## config.mk

```make
export PLATFORM = sky130hd
export DESIGN_NAME = counter_bank
export DESIGN_NICKNAME = d
export VERILOG_FILES = /design/src/rtl/counter_bank_pkg.sv /design/src/rtl/counter_cell.sv /design/src/rtl/counter_bank.sv
export SDC_FILE = /design/constraint.sdc
export NUM_CORES = 1
export LEC_CHECK = 0
export CORE_MARGIN = 1.5
export CORE_UTILIZATION = 55
export CTS_BUF_LIST = sky130_fd_sc_hd__clkbuf_8
export CTS_CLUSTER_DIAMETER = 30
export CTS_CLUSTER_SIZE = 25
export DETAILED_ROUTE_END_ITERATION = 10
export PLACE_DENSITY = 0.8
export SLEW_MARGIN = 10
export SYNTH_ARGS = -nofsm -noshare
export SYNTH_HDL_FRONTEND = slang
export SYNTH_SLANG_ARGS = --single-unit
```

## constraint.sdc

```tcl
create_clock -name clk -period 5.6 [get_ports clk]
set_clock_uncertainty 0.1 [all_clocks]
set_input_delay 1.12 -clock clk [delete_from_list [all_inputs] [get_ports clk]]
set_output_delay 1.12 -clock clk [all_outputs]
set_load 0.02 [all_outputs]
```

## src/rtl/counter_bank_pkg.sv

```systemverilog
`default_nettype none
// ============================================================================
// Module      : counter_bank_pkg
// Description : Shared types and the count-step helper for the counter bank.
// Revision    : 1.0 - initial multi-channel release
// ============================================================================
package counter_bank_pkg;

    // Per-channel behaviour when a count reaches its limit
    typedef enum logic [0:0] {
        CNT_WRAP = 1'b0,
        CNT_SAT  = 1'b1
    } cnt_mode_e;

    // Snapshot readout state machine
    typedef enum logic [0:0] {
        RD_IDLE   = 1'b0,
        RD_STREAM = 1'b1
    } rd_state_e;

    // Action a channel takes on the next edge (load is handled separately)
    typedef enum logic [1:0] {
        STEP_HOLD = 2'd0,
        STEP_UP   = 2'd1,
        STEP_DOWN = 2'd2
    } cnt_step_e;

    // Wrap needs no special case: modulo arithmetic rolls the count over.
    // Only a saturating channel sitting at its limit refuses to move.
    function automatic cnt_step_e cnt_step(input logic      en,
                                           input logic      dir,
                                           input logic      at_limit,
                                           input cnt_mode_e mode);
        cnt_step_e step;
        step = STEP_HOLD;
        if (en && !(at_limit && (mode == CNT_SAT))) begin
            step = dir ? STEP_UP : STEP_DOWN;
        end
        return step;
    endfunction

endpackage
`default_nettype wire

```

## src/rtl/counter_cell.sv

```systemverilog
`default_nettype none
// ============================================================================
// Module      : counter_cell
// Description : One counter channel: load / up / down, wrap or saturate, and
//               a registered one-cycle terminal-count pulse.
//               COUNTER_BANK_OVF_STICKY_EN exposes tc_set, the pulse's
//               next-state value, for the sticky overflow flags.
// Revision    : 1.0 - initial multi-channel release
// ============================================================================
module counter_cell
    import counter_bank_pkg::*;
#(
    parameter int WIDTH = 12
) (
    input  logic             clk,
    input  logic             rst,
    input  logic             en,
    input  logic             dir,
    input  cnt_mode_e        mode,
    input  logic             ld,
    input  logic [WIDTH-1:0] ld_val,
`ifdef COUNTER_BANK_OVF_STICKY_EN
    output logic             tc_set,
`endif
    output logic [WIDTH-1:0] cnt,
    output logic             tc
);

    localparam logic [WIDTH-1:0] C_ALL_ONES = '1;

    logic [WIDTH-1:0] w_limit;
    logic [WIDTH-1:0] w_next;
    logic             w_at_limit;
    logic             w_tc_d;
    cnt_step_e        w_step;

    // Next count and terminal-count decision for this edge
    always_comb begin
        w_limit    = dir ? C_ALL_ONES : '0;
        w_at_limit = (cnt == w_limit);
        w_step     = cnt_step(en, dir, w_at_limit, mode);
        case (w_step)
            STEP_UP:   w_next = cnt + WIDTH'(1);
            STEP_DOWN: w_next = cnt - WIDTH'(1);
            default:   w_next = cnt;
        endcase
        if (ld) begin
            w_next = ld_val;
            w_tc_d = 1'b0;
        end else if (mode == CNT_WRAP) begin
            // Pulse on the roll-over edge
            w_tc_d = en && w_at_limit;
        end else begin
            // Pulse only on arrival at the limit, never while pinned there
            w_tc_d = en && !w_at_limit && (w_next == w_limit);
        end
    end

    // Count and terminal-count registers
    always_ff @(posedge clk or posedge rst) begin
        if (rst) begin
            cnt <= '0;
            tc  <= 1'b0;
        end else begin
            cnt <= w_next;
            tc  <= w_tc_d;
        end
    end

`ifdef COUNTER_BANK_OVF_STICKY_EN
    assign tc_set = w_tc_d;
`endif

endmodule
`default_nettype wire

```

## src/rtl/counter_bank.sv

```systemverilog
`default_nettype none
// ============================================================================
// Module      : counter_bank
// Description : NCH-channel counter bank with a coherent snapshot of every
//               channel streamed out over a valid/ready handshake.
//               Optional COUNTER_BANK_OVF_STICKY_EN adds sticky per-channel
//               overflow flags (ovf) with a global clear (ovf_clr).
// Revision    : 1.0 - initial multi-channel release
// ============================================================================
module counter_bank
    import counter_bank_pkg::*;
#(
    parameter int WIDTH = 12,
    parameter int NCH   = 4,
    parameter int CHW   = (NCH > 1) ? $clog2(NCH) : 1
) (
    input  logic                 clk,
    input  logic                 rst,
    input  logic [NCH-1:0]       en,
    input  logic [NCH-1:0]       dir,
    input  logic [NCH-1:0]       sat,
    input  logic [NCH-1:0]       ld,
    input  logic [WIDTH-1:0]     ld_val,
    output logic [NCH*WIDTH-1:0] cnt,
    output logic [NCH-1:0]       tc,
    input  logic                 snap_req,
    output logic                 rd_valid,
    input  logic                 rd_ready,
    output logic [CHW-1:0]       rd_ch,
    output logic [WIDTH-1:0]     rd_data,
    output logic                 rd_last,
`ifdef COUNTER_BANK_OVF_STICKY_EN
    output logic [NCH-1:0]       ovf,
    input  logic                 ovf_clr,
`endif
    output logic                 busy
);

    localparam logic [CHW-1:0] C_LAST_CH = CHW'(NCH - 1);

`ifdef COUNTER_BANK_OVF_STICKY_EN
    logic [NCH-1:0] w_tc_set;
    logic [NCH-1:0] r_ovf;
`endif

    rd_state_e        r_state;
    logic [WIDTH-1:0] r_snap [NCH];
    logic [CHW-1:0]   w_next_ch;

    for (genvar gi = 0; gi < NCH; gi++) begin : g_ch
        counter_cell #(
            .WIDTH (WIDTH)
        ) u_cell (
            .clk    (clk),
            .rst    (rst),
            .en     (en[gi]),
            .dir    (dir[gi]),
            .mode   (sat[gi] ? CNT_SAT : CNT_WRAP),
            .ld     (ld[gi]),
            .ld_val (ld_val),
`ifdef COUNTER_BANK_OVF_STICKY_EN
            .tc_set (w_tc_set[gi]),
`endif
            .cnt    (cnt[gi*WIDTH +: WIDTH]),
            .tc     (tc[gi])
        );
    end

    assign w_next_ch = rd_ch + CHW'(1);

    // Snapshot capture and beat-by-beat readout; the first beat is taken
    // straight from the live count so it is valid the cycle after the request
    always_ff @(posedge clk or posedge rst) begin
        if (rst) begin
            r_state  <= RD_IDLE;
            rd_valid <= 1'b0;
            rd_ch    <= '0;
            rd_data  <= '0;
            rd_last  <= 1'b0;
            busy     <= 1'b0;
            for (int i = 0; i < NCH; i++) begin
                r_snap[i] <= '0;
            end
        end else begin
            case (r_state)
                RD_IDLE: begin
                    if (snap_req) begin
                        for (int i = 0; i < NCH; i++) begin
                            r_snap[i] <= cnt[i*WIDTH +: WIDTH];
                        end
                        rd_ch    <= '0;
                        rd_data  <= cnt[WIDTH-1:0];
                        rd_last  <= (C_LAST_CH == '0);
                        rd_valid <= 1'b1;
                        busy     <= 1'b1;
                        r_state  <= RD_STREAM;
                    end
                end
                RD_STREAM: begin
                    // rd_valid is always high here; snap_req is ignored
                    if (rd_ready) begin
                        if (rd_last) begin
                            rd_valid <= 1'b0;
                            rd_last  <= 1'b0;
                            busy     <= 1'b0;
                            r_state  <= RD_IDLE;
                        end else begin
                            rd_ch   <= w_next_ch;
                            rd_data <= r_snap[w_next_ch];
                            rd_last <= (w_next_ch == C_LAST_CH);
                        end
                    end
                end
                default: r_state <= RD_IDLE;
            endcase
        end
    end

`ifdef COUNTER_BANK_OVF_STICKY_EN
    // Sticky overflow: a new terminal count beats a clear on the same edge
    always_ff @(posedge clk or posedge rst) begin
        if (rst) begin
            r_ovf <= '0;
        end else begin
            r_ovf <= w_tc_set | (r_ovf & ~{NCH{ovf_clr}});
        end
    end

    assign ovf = r_ovf;
`endif

endmodule
`default_nettype wire

```

==> results.py <==
metrics = {
    "yosys": {
        "synth_flop_cell": "dfrtp_1",
        "synth.net_count": 868,
        "ys_top_cells_by_area": "dfrtp_1 (37%), mux2_2 (8.6%), ha_1 (6.5%), mux2i_1 (6.0%), xnor2_1 (3.8%)",
        "synth.avg_cell_area_um2": 9.93,
        "yosysTopAreaCell": "dfrtp_1",
        "synth_area_um2": 7860,
        "synth_edf_count": 0,
        "netlist_instances": 791,
        "synth_cell_types": 62,
        "synth_top_area_share_pct": 37.3,
        "synth_seq_cells": 117,
        "synthArstFlopShare_pct": 100,
        "ys_seq_area_share_pct": 37.3,
        "synth_warnings": 0,
    },
    "clock_network": {
        "cts_resized": 0,
        "clkSinkCount": 117,
        "cts_hold_buf": 0,
        "clk_pin_slew_ns": 0.07,
        "cts_tree": "done",
        "h-tree-depth": 4,
        "cts_root_buf": "clkbuf_8",
        "post_cts.repair.setup_buffers": 0,
        "clock_latency_ns": 0.44,
        "clock_path_buffers": 2,
        "cts_buffers": 17,
    },
    "global_routing": {
        "grt_max_degree": 68,
        "grt-ovfl-total": 0,
        "grt_usage_pct": 28.2,
        "antenna_found_initial": 0,
        "grt_pass1_wl_mm": 32.2,
        "grt_pass1_vias": 6071,
    },
    "setup_path": {
        "endpoint_kind": "flip-flop",
        "arrival_ns": 5.43,
        "crit_path_start_kind": "input port",
        "critPathMaxFanout": 11,
        "worstSetupPathType": "input port to flip-flop",
        "cp_data_required_time_ns": 5.86,
    },
    "timing": {
        "rsz0062_at_grt": "no",
        "slew_viol_final": 0,
        "tightest_slew_ns": 0.869,
        "period_minus_slack_ns": 5.17,
        "final.setup.tns_ns": 0,
        "fin_crit_sh_pct": 92.4,
        "setup_violations": 0,
        "relSlewSlack_pct": 42.1,
        "fmax_ghz": 0.193,
        "final_hold_viol_count": 0,
    },
    "cells_and_area": {
        "layout-drive-gt1-share_pct": 13.7,
        "area_delta_synth_final_pct": 18.9,
        "insertedDiodeCount": 0,
        "fillers": 1105,
        "final_common_cell": "dfrtp_1",
        "ff_latch_area_um2": 2930,
        "multi_input_area_um2": 4650,
        "num-nets-final": 954,
        "design_area_um2": 9340,
        "final_cell_mix": "dfrtp_1 (117), clkdlybuf4s50_1 (100), nand2_1 (67), mux2_2 (60), a21oi_1 (49)",
    },
    "placed_design": {
        "place_congestion": 0.925,
        "postPlaceCellArea_um2": 8950,
        "dp_hpwl_mm": 14.6,
        "portBuffers": 100,
    },
    "routing": {
        "wl_met3_mm": 1.23,
        "vias_per_cell": 6.09,
        "wl_met2_mm": 9.54,
        "met1_length_mm": 8.81,
        "drtAntennaViolNets": 0,
        "highest_layer": "met4",
        "post-route-drc-count": 0,
        "wl_mm": 20.0,
        "drtIter0Drc": 464,
        "dr.pass1.iters": 5,
        "route.vias.total": 6511,
        "wire_per_inst_um": 18.7,
    },
    "die": {
        "core_um2": 13900,
        "rows": 43,
        "fp.dieH_um": 123,
        "io_pins": 101,
        "initial_core_util_pct": 56.4,
        "fp.dieW_um": 123,
        "dieArea_um2": 15000,
    },
    "power": {
        "power.leakage_uw": 0.00401,
        "ir_drop_uv": 223,
        "power_density_nw_per_um2": 435,
    },
    "outcome": {
        "status": "completed",
    },
    "worst_hold_path": {
        "hp-class": "flip-flop to flip-flop",
    },
    "job": {
        "drv_cap": 0,
    },
}
registers in the layout, summed over array words and instances, names as in the netlist:
register	cells
busy	1
g_ch.u_cell.cnt	48
g_ch.u_cell.tc	4
r_snap	48
r_state	1
rd_ch	2
rd_data	12
rd_last	1
path summary, 6_finish.rpt:
| kind | to | slack, ns | depth (start not counted) | startpoint |
|---|---|---|---|---|
| worst max-delay path | g_ch[0].u_cell.tc$_DFF_PP0_ | 0.43 | 14 | dir[0] |
| worst min-delay path | rd_data[8]$_DFFE_PP0P_ | 0.38 | 2 | rd_data[8]$_DFFE_PP0P_ |
| worst max register to register | g_ch[0].u_cell.tc$_DFF_PP0_ | 0.95 | 13 | g_ch[0].u_cell.cnt[0]$_DFF_PP0_ |
| worst min register to register | rd_data[8]$_DFFE_PP0P_ | 0.38 | 2 | rd_data[8]$_DFFE_PP0P_ |
| max in group asynchronous | r_snap[28]$_DFFE_PP0P_ | 3.37 | 3 | rst |
| min in group asynchronous | g_ch[3].u_cell.cnt[7]$_DFF_PP0_ | 1.12 | 2 | rst |
metal layers:
metal,global-route usage (%),up-vias
met5,0,-
met3,5.25,34
met2,45.3,247
li1,-,3105
met1,38.7,3125
met4,9.52,0
synth_stat cells, types with 9 or more instances:
master	n
dfrtp_1	117
nand2_1	67
mux2_2	60
a21oi_1	49
nor2_1	48
mux2i_1	47
ha_1	41
o21ai_0	38
xnor2_1	34
nand3_1	27
inv_1	22
nor3_1	20
clkbuf_1	17
o21ai_1	17
mux4_2	12
o211ai_1	12
nor4_1	11
buf_1	10
xor2_1	10
a211oi_1	9
nand4_1	9
kinds of logic after synthesis:
kind of cell	count (synthesis)	synth area share, %
AOI/OAI and AO/OA	171	13.3
DFF	117	37.3
muxes	125	18.9
and+or+nand+nor	225	14.4
adders and majority gates	45	7.55
xor gates and xnor gates	44	4.91
buffers and inverters	64	3.60
where the power goes:
part | switching, uW | internal [uW] | leakage [uW]
Combinational | 859 | 949 | 0.00242
Clock | 346 | 401 | 0.000182
Sequential | 363 | 1140 | 0.00140
Total | 1570 | 2490 | 0.00401
worst max-delay path, stage by stage:
cell and delay [ns]:
clkdlybuf4s50_1 0.45, or4_1 0.59, nor3_2 0.22, o211ai_2 0.15
nand3b_1 0.13, inv_1 0.21, fa_1 0.46, xor2_1 0.20
or4b_2 0.67, mux2_1 0.30, or4_1 0.39, nor3_1 0.19
o2111ai_1 0.16, a21oi_1 0.18
stage by stage:
| stage | hold WS [ns] | utilization [%] | cells | power, uW | setup WS (ns) |
|---|---|---|---|---|---|
| after floorplan | 0.345 | - | 791 | 2700 | 0.710 |
| after global placement | 0.365 | 64.3 | 1038 | 3250 | 0.150 |
| after detailed placement | 0.372 | 64.3 | 1038 | 3310 | 0.0375 |
| after CTS | 0.387 | 67.0 | 1069 | 4060 | 0.479 |
| after global routing | 0.413 | 67.0 | 1069 | 4320 | 0.237 |
| final | 0.382 | 67.0 | 1069 | 4060 | 0.425 |
final cells by class:
type	count	area share (%)
multi-input cells	610	49.8
inverters	22	0.911
repair buffers	109	11.4
flip-flops and latches	117	31.4
clock buffers	18	2.65
clock inverters	13	1.45
well taps	180	2.41
No activity file was read; power rests on OpenSTA's default activity.
